## src/rtl/config_pkg.sv

```systemverilog
// Core configuration record and shared frontend predictor types.
// Helpers derive gshare table geometry from the config.
package config_pkg;

  typedef struct packed {
    int unsigned VLEN;
    int unsigned FETCH_WIDTH;
    int unsigned frontedn_hash_LEN;
    int unsigned frontend_predict_LEN;
  } cfg_t;

  localparam cfg_t EmptyCfg = '{
    VLEN:                 32,
    FETCH_WIDTH:          4,
    frontedn_hash_LEN:    4,
    frontend_predict_LEN: 2
  };

  function automatic int unsigned bpu_nent(cfg_t c);
    return 32'd1 << c.frontedn_hash_LEN;
  endfunction

  // Weakly not-taken: one below the counter midpoint.
  function automatic int unsigned bpu_cinit(cfg_t c);
    return (32'd1 << (c.frontend_predict_LEN - 1)) - 32'd1;
  endfunction

  typedef struct packed {
    logic [EmptyCfg.VLEN-1:0]              pc;
    logic [EmptyCfg.frontedn_hash_LEN-1:0] ghr;
    logic                                  taken;
    logic                                  mispredict;
  } bpu_upd_t;

endpackage

```

## src/rtl/bpu_pht.sv

```systemverilog
// Pattern history table: saturating counters, FETCH_WIDTH
// combinational read ports, one write port.
module bpu_pht
  import config_pkg::*;
#(
  parameter cfg_t Cfg = EmptyCfg
) (
  input  logic clk_i,
  input  logic rst_i,
  input  logic [Cfg.FETCH_WIDTH-1:0][Cfg.frontedn_hash_LEN-1:0]
               rd_idx_i,
  output logic [Cfg.FETCH_WIDTH-1:0][Cfg.frontend_predict_LEN-1:0]
               rd_cnt_o,
  input  logic wr_en_i,
  input  logic [Cfg.frontedn_hash_LEN-1:0] wr_idx_i,
  input  logic wr_taken_i
);

  localparam int FW   = int'(Cfg.FETCH_WIDTH);
  localparam int CW   = int'(Cfg.frontend_predict_LEN);
  localparam int NENT = int'(bpu_nent(Cfg));
  localparam logic [CW-1:0] CINIT = CW'(bpu_cinit(Cfg));
  localparam logic [CW-1:0] CMAX  = '1;

  logic [CW-1:0] cnt_q [NENT];
  logic [CW-1:0] wr_cur;

  assign wr_cur = cnt_q[wr_idx_i];

  always_ff @(posedge clk_i or posedge rst_i) begin
    if (rst_i) begin
      for (int i = 0; i < NENT; i++) cnt_q[i] <= CINIT;
    end else if (wr_en_i) begin
      if (wr_taken_i && wr_cur != CMAX)
        cnt_q[wr_idx_i] <= wr_cur + 1'b1;
      else if (!wr_taken_i && wr_cur != '0)
        cnt_q[wr_idx_i] <= wr_cur - 1'b1;
    end
  end

  always_comb begin
    rd_cnt_o = '0;
    for (int i = 0; i < FW; i++) rd_cnt_o[i] = cnt_q[rd_idx_i[i]];
  end

endmodule

```

## src/rtl/bpu_gshare.sv

```systemverilog
// Gshare direction predictor: speculative GHR, index hash and
// one-cycle registered per-slot response.
module bpu_gshare
  import config_pkg::*;
#(
  parameter cfg_t Cfg = EmptyCfg
) (
  input  logic clk_i,
  input  logic rst_i,
  input  logic req_valid_i,
  input  logic [Cfg.VLEN-1:0] req_pc_i,
  output logic resp_valid_o,
  output logic [Cfg.FETCH_WIDTH-1:0] resp_taken_o,
  output logic [Cfg.frontedn_hash_LEN-1:0] resp_ghr_o,
  input  logic spec_valid_i,
  input  logic spec_taken_i,
  input  logic upd_valid_i,
  input  logic [Cfg.VLEN-1:0] upd_pc_i,
  input  logic [Cfg.frontedn_hash_LEN-1:0] upd_ghr_i,
  input  logic upd_taken_i,
  input  logic upd_mispredict_i,
  output logic [Cfg.frontedn_hash_LEN-1:0] ghr_o
);

  localparam int VLEN = int'(Cfg.VLEN);
  localparam int FW   = int'(Cfg.FETCH_WIDTH);
  localparam int HL   = int'(Cfg.frontedn_hash_LEN);
  localparam int CW   = int'(Cfg.frontend_predict_LEN);

  if (HL < 1 || HL > VLEN - 2 || CW < 2 || FW < 1) begin : g_cfg_err
    $error("bpu_gshare: illegal configuration");
  end

  logic [HL-1:0] ghr_q;
  logic [HL-1:0] ghr_d;
  logic [FW-1:0][VLEN-1:0] slot_pc;
  logic [FW-1:0][HL-1:0] rd_idx;
  logic [FW-1:0][CW-1:0] rd_cnt;
  logic [FW-1:0] taken;
  logic [HL-1:0] wr_idx;

  // Slot PCs wrap naturally at 2**VLEN.
  always_comb begin
    slot_pc = '0;
    rd_idx  = '0;
    taken   = '0;
    for (int i = 0; i < FW; i++) begin
      slot_pc[i] = req_pc_i + VLEN'(4 * i);
      rd_idx[i]  = slot_pc[i][HL+1:2] ^ ghr_q;
      taken[i]   = rd_cnt[i][CW-1];
    end
  end

  assign wr_idx = upd_pc_i[HL+1:2] ^ upd_ghr_i;

  bpu_pht #(.Cfg(Cfg)) u_pht (
    .clk_i      (clk_i),
    .rst_i      (rst_i),
    .rd_idx_i   (rd_idx),
    .rd_cnt_o   (rd_cnt),
    .wr_en_i    (upd_valid_i),
    .wr_idx_i   (wr_idx),
    .wr_taken_i (upd_taken_i)
  );

  // Shift form is valid for HL == 1 as well.
  always_comb begin
    ghr_d = ghr_q;
    if (upd_valid_i && upd_mispredict_i)
      ghr_d = (upd_ghr_i << 1) | HL'(upd_taken_i);
    else if (spec_valid_i)
      ghr_d = (ghr_q << 1) | HL'(spec_taken_i);
  end

  always_ff @(posedge clk_i or posedge rst_i) begin
    if (rst_i) begin
      ghr_q        <= '0;
      resp_valid_o <= 1'b0;
      resp_taken_o <= '0;
      resp_ghr_o   <= '0;
    end else begin
      ghr_q        <= ghr_d;
      resp_valid_o <= req_valid_i;
      if (req_valid_i) begin
        resp_taken_o <= taken;
        resp_ghr_o   <= ghr_q;
      end
    end
  end

  assign ghr_o = ghr_q;

  logic unused_pc;
  assign unused_pc = ^{slot_pc, upd_pc_i};

endmodule

```

## config.mk

```make
export PLATFORM = sky130hd
export DESIGN_NAME = bpu_gshare
export DESIGN_NICKNAME = d
export VERILOG_FILES = /design/src/rtl/config_pkg.sv /design/src/rtl/bpu_pht.sv /design/src/rtl/bpu_gshare.sv
export SDC_FILE = /design/constraint.sdc
export NUM_CORES = 1
export LEC_CHECK = 0
export ABC_AREA = 1
export BUFFER_PORTS_ARGS = -buffer_cell sky130_fd_sc_hd__buf_2
export CORE_MARGIN = 2
export CORE_UTILIZATION = 35
export DETAILED_ROUTE_END_ITERATION = 10
export SETUP_SLACK_MARGIN = 0.2
export SKIP_LAST_GASP = 1
export SLEW_MARGIN = 20
export SYNTH_ARGS = -nofsm -noshare
export SYNTH_HDL_FRONTEND = slang
export SYNTH_SLANG_ARGS = --single-unit
export TNS_END_PERCENT = 100
```

## constraint.sdc

```tcl
create_clock -name clk_i -period 4.95 [get_ports clk_i]
set_input_delay 0.495 -clock clk_i [delete_from_list [all_inputs] [get_ports clk_i]]
set_output_delay 0.495 -clock clk_i [all_outputs]
set_load 0.05 [all_outputs]
```

### Yosys cells after proc, flatten, opt, wreduce, memory -nomap -nowiden

Index checks and enable logic that the tools add are counted.

* register bits: 45
* bits of input ports: 76
* output and inout port bits: 13

* $add $sub $neg: 5
* $lt $le $gt $ge: 6
* eq/ne operators: 1
* mux-type cells: 23
* bitwise operators: 12
* reduce and logical (&&, ||, !) cells: 9

Operators with widths (number)
* 32-bit bitwise mux: 2
* 32-bit 2-to-1 mux: 2
* 2-bit binary-select mux with 4-bit select: 5
* 5-bit greater-or-equal comparator (second input constant): 5
* 4-bit inverter with 5-bit output: 5
* 2-bit 2-to-1 mux: 11
* 4-bit XOR: 5
* 6-bit by 4-bit adder with 6-bit output (second input constant): 2
* 2-bit demux with 4-bit select: 1
* 4-bit 2-to-1 mux: 2
* 4-bit by 1-bit bitwise OR with 4-bit output: 2
* 6-bit by 3-bit adder with 6-bit output (second input constant): 1
* 2-bit nonzero test: 3
* 5-bit by 1-bit < comparator with 1-bit output (second input constant): 1
* 1-bit logical AND: 4
* 2-bit by 1-bit adder with 2-bit output (second input constant): 1
* 2-bit != test (second input constant): 1
* 2-bit AND reduction: 1
* 2-bit by 1-bit subtractor with 2-bit output (second input constant): 1
* 1-bit logical NOT: 1

### Depth between registers and ports, before layout

Gate-level depths: netlist (run 1).

* depth in word-level cells: 9
* mapped depth: 21
* gate-level depth less buffers: 19

### Hierarchy

Synthesis (run 1) repeated with hierarchy kept, for this count alone.

* cell total of the unflattened synthesis: 578
* area, all modules: 3678.5 um2

Modules (own cells, without submodules)
* bpu_pht: times used 1, cells an instance 475, area an instance 2865.2 um2, seq. area each 820.8 um2
* bpu_gshare: times used 1, cells an instance 103, area an instance 813.3 um2, seq. area each 325.3 um2

### Least setup slack after synthesis (run 1)

No wires, ideal clock.

* path kind: input port to flip-flop
* start: input port upd_pc_i[2]
* end: register u_pht.cnt_q[13] (netlist bit)
* data arrival time: 2457 ps
* slack: 2359 ps
* stages on the path: 17
* cells stage by stage: nand2_1 > nand2_2 > buf_6 > nand2_1 > nand2_1 > nand2_1 > nand2_1 > nand2_1 > nand2_2 > nor2_8 > buf_8 > inv_1 > ha_1 > nor2_1 > xor2_1 > clkbuf_1 > o21ai_0

* cells in the longest elaborated chain, start to end: 9

RTL lines
* start: declaration: RTL line bpu_gshare.sv:18 `input logic [Cfg.VLEN-1:0] upd_pc_i,`
* 4-bit XOR *: RTL line bpu_gshare.sv:54 `assign wr_idx = upd_pc_i[HL+1:2] ^ upd_ghr_i;`
* 4-bit inverter with 5-bit output (not written as such) *: RTL line bpu_pht.sv:28, bpu_pht.sv:35, bpu_pht.sv:37
* 2-bit binary-select mux with 4-bit select, or another cell as far along: RTL line bpu_pht.sv:28 `assign wr_cur = cnt_q[wr_idx_i];`
* 2-bit 2-to-1 mux (not written as such) or 1-bit logical AND (tied branches): RTL line bpu_pht.sv:28, bpu_pht.sv:35, bpu_pht.sv:37
* 2-bit 2-to-1 mux, on equally long branches: RTL line bpu_pht.sv:28, bpu_pht.sv:35, bpu_pht.sv:37
* 2-bit by 1-bit subtractor with 2-bit output, or another cell as far along: RTL line bpu_pht.sv:37 `cnt_q[wr_idx_i] <= wr_cur - 1'b1;`
* 32-bit bitwise mux, or another cell as far along: RTL line bpu_pht.sv:37
* 32-bit 2-to-1 mux or 2-bit nonzero test (tied branches)
* 32-bit 2-to-1 mux or 2-bit AND reduction (tied branches)
* end signal: indexed assignment: RTL line bpu_pht.sv:35 `cnt_q[wr_idx_i] <= wr_cur + 1'b1;`
* end signal: indexed assignment: RTL line bpu_pht.sv:37
* end: declaration: RTL line bpu_pht.sv:25 `logic [CW-1:0] cnt_q [NENT];`

Every way passes the cells marked *; elsewhere a longest branch is shown, timed or not. The select of a mux whose other input is x is not followed.
A chain may end at the register's enable or synchronous reset.

### Final worst setup path (run 1)

* start: input port upd_pc_i[3]
* end: register u_pht.cnt_q[21] (netlist bit)

Same word-level chain as after synthesis.

==> metrics.md, run 1 <==
| Metric | Value |
|---|---|
| Critical path class | in -> reg |
| CTS tree | done |
| Vias in the first global route | 2845 |
| Status | completed |
| Clk_skew | 6.696 ps |
| Die width | 96.94 um |
| Commonest cells in the netlist | nand2_1, nand3_1, inv_1 |
| Setup TNS | 0 ps |
| Post-route ant nets | 0 |
| Io pins | 89 |
| Largest net degree at the start of global routing | 46 |
| Required time of the critical path | 5100 ps |
| CTS root buffer | clkbuf_8 |
| Period minus WS final | 3124 ps |
| Row cnt | 33 |
| Initial Util | 36.42% |
| Maximum fanout along the worst path | 16 |
| First-pass iteration count of the detailed router | 5 |
| Gr usage total | 17.47% |
| Syn Inst Count | 454 |
| Max cap viols | 0 |
| Die Y | 96.94 um |
| Fin nets | 569 |
| Pre-CTS setup slack | 1453 ps |
| Worst vdd ir | 214.1 uV |
| Tcrit/Tclk final | 63.12% |
| Distinct cells, synth | 21 |
| Starting DRC count in detailed routing | 145 |
| Avg Synthesized Cell Area | 6.658 sq um |
| Worst Hold Class | in -> async |
| Power Density | 478.9 mW/mm^2 |
| Clk buf depth | 2 |
| Core box area | 0.008299 sq mm |
| Startpoint Class | input pin |
| IO buf count | 32 |
| # clock sinks | 45 |
| Largest cells by area after synthesis | dfrtp_1, nand2_1, dfstp_2 |
| Share of cells above drive strength 1 | 15.16% |
| Slew Limit Fails | 0 |
| Count leader, synth | nand2_1 |
| H-Tree Depth | 2 |
| Fmax | 320.1 MHz |
| Max_slew headroom | 34.81% |
| # DRC | 0 |
| Grt ovf | 0 |
| Routed len/inst | 13.05 um |
| Synth top area share | 24.01% |
| Setup crit end kind | register |
| Hold-fix buffers, CTS | 0 |
| Worst-path clk slew | 90 ps |
| Setup Fix Bufs, Post-CTS | 0 |
| GPL Wtd Cong | 0.9086 |
| Post-synthesis cell area | 0.003023 sq mm |
| RSZ-0062 raised after global routing | false |
| Area growth syn-to-layout | 11.96% |
| DP Wirelength | 5864 um |
| Ys Warns | 0 |
| DR vias/cell | 4.997 |
| Asr flop ratio synth | 100.0% |
| Worst setup margin | 1826 ps |
| Sequential fraction of the synthesis area | 37.91% |
| Worst slew pin tran | 974.6 ps |
| Final Hold Violating Endpoints | 0 |
| Seq cells post-synth | 45 |
| Leakage Power | 1.867 nW |
| Crit path DAT | 3270 ps |
| Skew-Pair Late Insertion Delay | 310 ps |
| Largest area contributor in the netlist | dfrtp_1 |
| Cts bufs inserted | 5 |
| Initial antenna violation count | 0 |
| Resized Gates After CTS | 0 |
| Antenna Cells | 0 |
| Die area | 0.009396 sq mm |
| Final setup vio count | 0 |
| Hold slack | 314.5 ps |
| EDFF count, synth | 0 |
| Post-synth top flop | dfrtp_1 |
| Syn_nets | 536 |
| Final wirelength | 7739 um |
| First-pass GRT wire length | 13500 um |
| Routed vias | 2963 |
-- layout make-up --
cell class	instances	area (sq um)
fill	895	4915
timing repair buffer	33	167.7
tap	105	131.4
multi-input combinational	359	1667
sequential	45	1146
inverter	43	161.4
clock buffer	8	111.4
-- placed cells by master, fill, tap and decap left out, drive strengths merged --
| master | synthesis | layout |
|---|---|---|
| inv | 43 | 42 |
| buf | 5 | 33 |
| dfstp | 16 | 16 |
| nand3 | 70 | 70 |
| clkbuf | 2 | 8 |
| nor2 | 32 | 32 |
| ha | 6 | 6 |
| nand3b | 2 | 2 |
| dfrtp | 29 | 29 |
| a21oi | 3 | 3 |
| xnor2 | 6 | 6 |
| nand2 | 200 | 200 |
| o211ai | 1 | 1 |
| clkinv | 0 | 1 |
| o21ai | 32 | 32 |
| xor2 | 7 | 7 |
-- critical path, cell delays in order --
cell and delay [ps]:
buf_2 110, xnor2_1 620, nand2_1 190, nor2_1 160, nor2_1 60, nand2_1 60
nand2_1 50, nand2_1 90, nor2_1 70, ha_1 170, nor2_1 160, xor2_1 790
o21ai_0 240
-- report_power, final --
group / internal [W] / leakage [nW] / switching (W)
Sequential: 0.000555 / 0.532 / 0.000125
Clock: 0.000145 / 0.0566 / 0.000137
Combinational: 0.000221 / 1.28 / 0.000439
Total: 0.000920 / 1.87 / 0.000701
-- path summary, 6_finish.rpt --
check | start | end | slack, ps | depth (start not counted)
min in group clk_i | req_valid_i | resp_valid_o | 370 | 1
min | rst_i | ghr_o[0] | 310 | 3
min reg2reg | register | register | 470 | 2
max reg2reg | register | u_pht.cnt_q[21] | 2200 | 12
max | upd_pc_i[3] | u_pht.cnt_q[21] | 1830 | 13
max in group asynchronous | rst_i | u_pht.cnt_q[17] | 4220 | 3
-- logic make-up (layout without fill, tap and decap cells) --
| group | Yosys count | count (layout) | synth area share, % |
|---|---|---|---|
| buffers and inverters | 50 | 84 | 6.954 |
| AOI/OAI and AO/OA | 36 | 36 | 6.043 |
| DFF | 45 | 45 | 37.91 |
| adders and majority gates | 6 | 6 | 2.483 |
| and+or+nand+nor | 304 | 304 | 42.84 |
| xor gates and xnor gates | 13 | 13 | 3.767 |
-- metal layers --
metal	global-route usage (%)	wire, um	vias to the layer above
li1	-	-	1501
met5	0	0	-
met2	27.67	3581	82
met1	23.92	3574	1367
met3	2.457	417	13
met4	7.367	165	0
-- metrics by stage --
| step | utilization (%) | total power, W | std cells | instance area (sq um) |
|---|---|---|---|---|
| final | 40.78 | 0.001621 | 593 | 3385 |
| after global routing | 40.78 | 0.001768 | 593 | 3385 |
| after CTS | 40.78 | 0.001634 | 593 | 3385 |
| after detailed placement | 39.44 | 0.001346 | 585 | 3273 |
| after global placement | 39.44 | 0.001331 | 585 | 3273 |
| after floorplan | - | 0.001185 | 454 | 3023 |
Power figures use the tool's default switching activity.
==> run 2: changes to the inputs <==
Clock period 4.95 ns to 2.52 ns, I/O delays scaled along.
==> run 2 against run 1 <==
  * Register-to-register slack worse by 1800 ps
  * Utilization is 4.6 points higher
  * Clock skew is 6.9 ps higher
  * Largest cell class unchanged
  * Count of clock-buffer cells in the layout is 2 lower
  * Non-clock buffer count is 34 higher
  * Power is 100% higher
  * Via count is 2.0% higher
  * Routed wire length is 3.1% higher
  * Critical path depth is 3 higher
  * Sequential share of layout area is 3.4 points lower
==> metrics.md, run 2 (same netlist as run 1, synthesis figures left out) <==
| Metric | Value |
|---|---|
| Maximum fanout along the worst path | 4 (-12) |
| Hold-fix buffers, CTS | 0 (unchanged) |
| Largest net degree at the start of global routing | 46 (unchanged) |
| Post-route cell area | 0.003765 sq mm (+11%) |
| Gr usage total | 17.53% (+0.057 points) |
| Skew-Pair Late Insertion Delay | 300 ps (about the same) |
| Tcrit/Tclk final | 85.01% |
| Final non-filler cell total | 628 (+5.9%) |
| Worst-path clk slew | 90 ps (about the same) |
| GPL Wtd Cong | 0.9138 (+0.57%) |
| Dpl cells | 611 (+4.4%) |
| # DRC | 0 (unchanged) |
| Clk_skew | 13.56 ps (+6.860 ps) |
| Critical path's top delay family | simple AND/OR/NAND/NOR gates |
| Initial antenna violation count | 0 (unchanged) |
| Required time of the critical path | 2700 ps (-2400 ps) |
| Setup crit end kind | register |
| Placed Area | 0.003468 sq mm (+6.0%) |
| Worst Hold Class | in -> async |
| Die Y | 96.94 um (unchanged) |
| DP Wirelength | 5954 um (+1.5%) |
| Power Density | 871.1 mW/mm^2 (+82%) |
| Die area | 0.009396 sq mm (unchanged) |
| H-Tree Depth | 2 (unchanged) |
| Routed vias | 3022 (+2.0%) |
| Post-route ant nets | 0 (unchanged) |
| Worst slew pin tran | 788.2 ps (-186.4 ps) |
| Area growth syn-to-layout | 24.54% |
| IO buf count | 32 (unchanged) |
| FF-to-FF path depth | 16 (+4) |
| Io pins | 89 (unchanged) |
| Period minus WS final | 2142 ps |
| Max_slew headroom | 47.40% (+13 points) |
| # clock sinks | 45 (unchanged) |
| RR Startpoint | u_pht.cnt_q[23] |
| Critical path class | reg -> reg |
| Most frequent cells in the layout | nand2_1, nand3_1, inv_1 |
| Commonest non-fill, non-tap cell in the layout | nand2_1 |
| Final Hold Violating Endpoints | 0 (unchanged) |
| RSZ-0062 raised after global routing | true |
| Antenna Cells | 0 (unchanged) |
| First-pass iteration count of the detailed router | 5 (unchanged) |
| Vias in the first global route | 2889 (+1.5%) |
| CTS root buffer | clkbuf_8 |
| First-pass GRT wire length | 13720 um (+1.6%) |
| Row cnt | 33 (unchanged) |
| Worst reg2reg path endpoint | u_pht.cnt_q[11] |
| Final wirelength | 7980 um (+3.1%) |
| Reg2Reg Setup Slack | 380 ps (-1820 ps) |
| Crit path cell chain | nor2_1, nor2_1, nand2_1, nand2_1, nand2_1, nor2_2, inv_1, ha_1, nor2_1, o21ai_0, buf_4, nor2_1, buf_4, nand2_2, nand2_1, o21ai_0 |
| Leakage Power | 2.083 nW (+12%) |
| Fin nets | 604 (+6.2%) |
| Worst vdd ir | 564.4 uV (+160%) |
| Final setup vio count | 0 (unchanged) |
| Setup TNS | 0 ps (unchanged) |
| Critical Path Slowest Stage Cell | dfrtp_1 |
| Slew Limit Fails | 0 (unchanged) |
| Core box area | 0.008299 sq mm (unchanged) |
| Die width | 96.94 um (unchanged) |
| Status | completed |
| CTS tree | done |
| Max cap viols | 0 (unchanged) |
| Starting DRC count in detailed routing | 210 (+45%) |
| Routed len/inst | 12.71 um (-2.6%) |
| DR vias/cell | 4.812 (-3.7%) |
| Clk buf depth | 2 (unchanged) |
| Share of cells above drive strength 1 | 26.00% (+11 points) |
| Cts bufs inserted | 5 (unchanged) |
| Initial Util | 36.42% (unchanged) |
| Grt ovf | 0 (unchanged) |
| WP buf/inv | 3 (+2) |
| Fmax | 466.8 MHz |
| Max incr delay on CP | 440 ps (-350 ps) |
| Crit path DAT | 2330 ps (-940 ps) |
| Startpoint Class | register |
-- run 2: cell count changes in the layout (fill, tap and decap cells not counted), sizes merged --
cell / change
buf: +32
clkinv: +2
nand2: +1
-- run 2: power by group --
| group | switching (W) | internal, W | leakage [nW] |
|---|---|---|---|
| registers | 0.000231 | 0.00109 | 0.532 |
| clock network | 0.000255 | 0.000193 | 0.0450 |
| logic | 0.000931 | 0.000579 | 1.51 |
-- run 2: what timing repair did --
| action | CTS | global route |
|---|---|---|
| gates cloned | 0 | 1 |
| gates resized for setup | 2 | 39 |
| buffers inserted | 0 | 8 |
| pin swaps | 0 | 5 |
| setup endpoints to repair | 32 | 32 |
-- run 2: area by class of cell --
cell class,count,area (sq um)
Inverter,43,167.7
Clock buffer,6,72.57
Fill cell,836,4534
Tap cell,105,131.4
Clock inverter,2,10.01
Sequential cell,45,1146
Timing Repair Buffer,67,427.9
Multi-Input combinational cell,360,1809
-- run 2: worst reg2reg max path: stages (launching register included) --
cell and delay (ps):
dfrtp_1 440, nor2_1 70, nor2_1 110, nand2_1 70, nand2_1 60, nand2_1 70, nor2_2 150, inv_1 60
ha_1 170, nor2_1 90, o21ai_0 90, buf_4 150, nor2_1 100, buf_4 160, nand2_2 90, nand2_1 60
o21ai_0 70
-- run 2: stage by stage --
| step | setup slack [ps] | utilization, % | hold WS (ps) | power (W) |
|---|---|---|---|---|
| finish | 377.8 | 45.36 | 69.29 | 0.003280 |
| global route | 153.6 | 45.36 | 120.8 | 0.003561 |
| CTS | 201.2 | 42.97 | 127.3 | 0.003193 |
| detailed placement | -256.1 | 41.79 | 444.2 | 0.002728 |
| global placement | -196.8 | 41.79 | 448.3 | 0.002701 |
| floorplan | 218.0 | - | 283.4 | 0.002331 |
-- run 2: metal layers --
metal / vias to the layer above / wire (um) / global-route usage, %
met2: 84 / 3911 / 30.02
met3: 4 / 396 / 2.673
li1: 1570 / - / -
met5: - / 0 / 0
met4: 0 / 51 / 4.767
met1: 1364 / 3621 / 23.03
-- run 2: how the worst max path moves through the flow --
| stage | startpoint | end | slack (ps) | depth (start not counted) |
|---|---|---|---|---|
| 2_1_floorplan | upd_pc_i[2] | u_pht.cnt_q[11] | 220 | 19 |
| 3_3_place_gp | upd_ghr_i[1] | u_pht.cnt_q[11] | -200 | 18 |
| 3_5_place_dp | upd_ghr_i[1] | u_pht.cnt_q[11] | -260 | 18 |
| 4_1_cts | upd_pc_i[2] | u_pht.cnt_q[11] | 200 | 21 |
| 5_1_grt | u_pht.cnt_q[23] | u_pht.cnt_q[1] | 150 | 16 |
| 6_report | u_pht.cnt_q[23] | u_pht.cnt_q[11] | 380 | 16 |
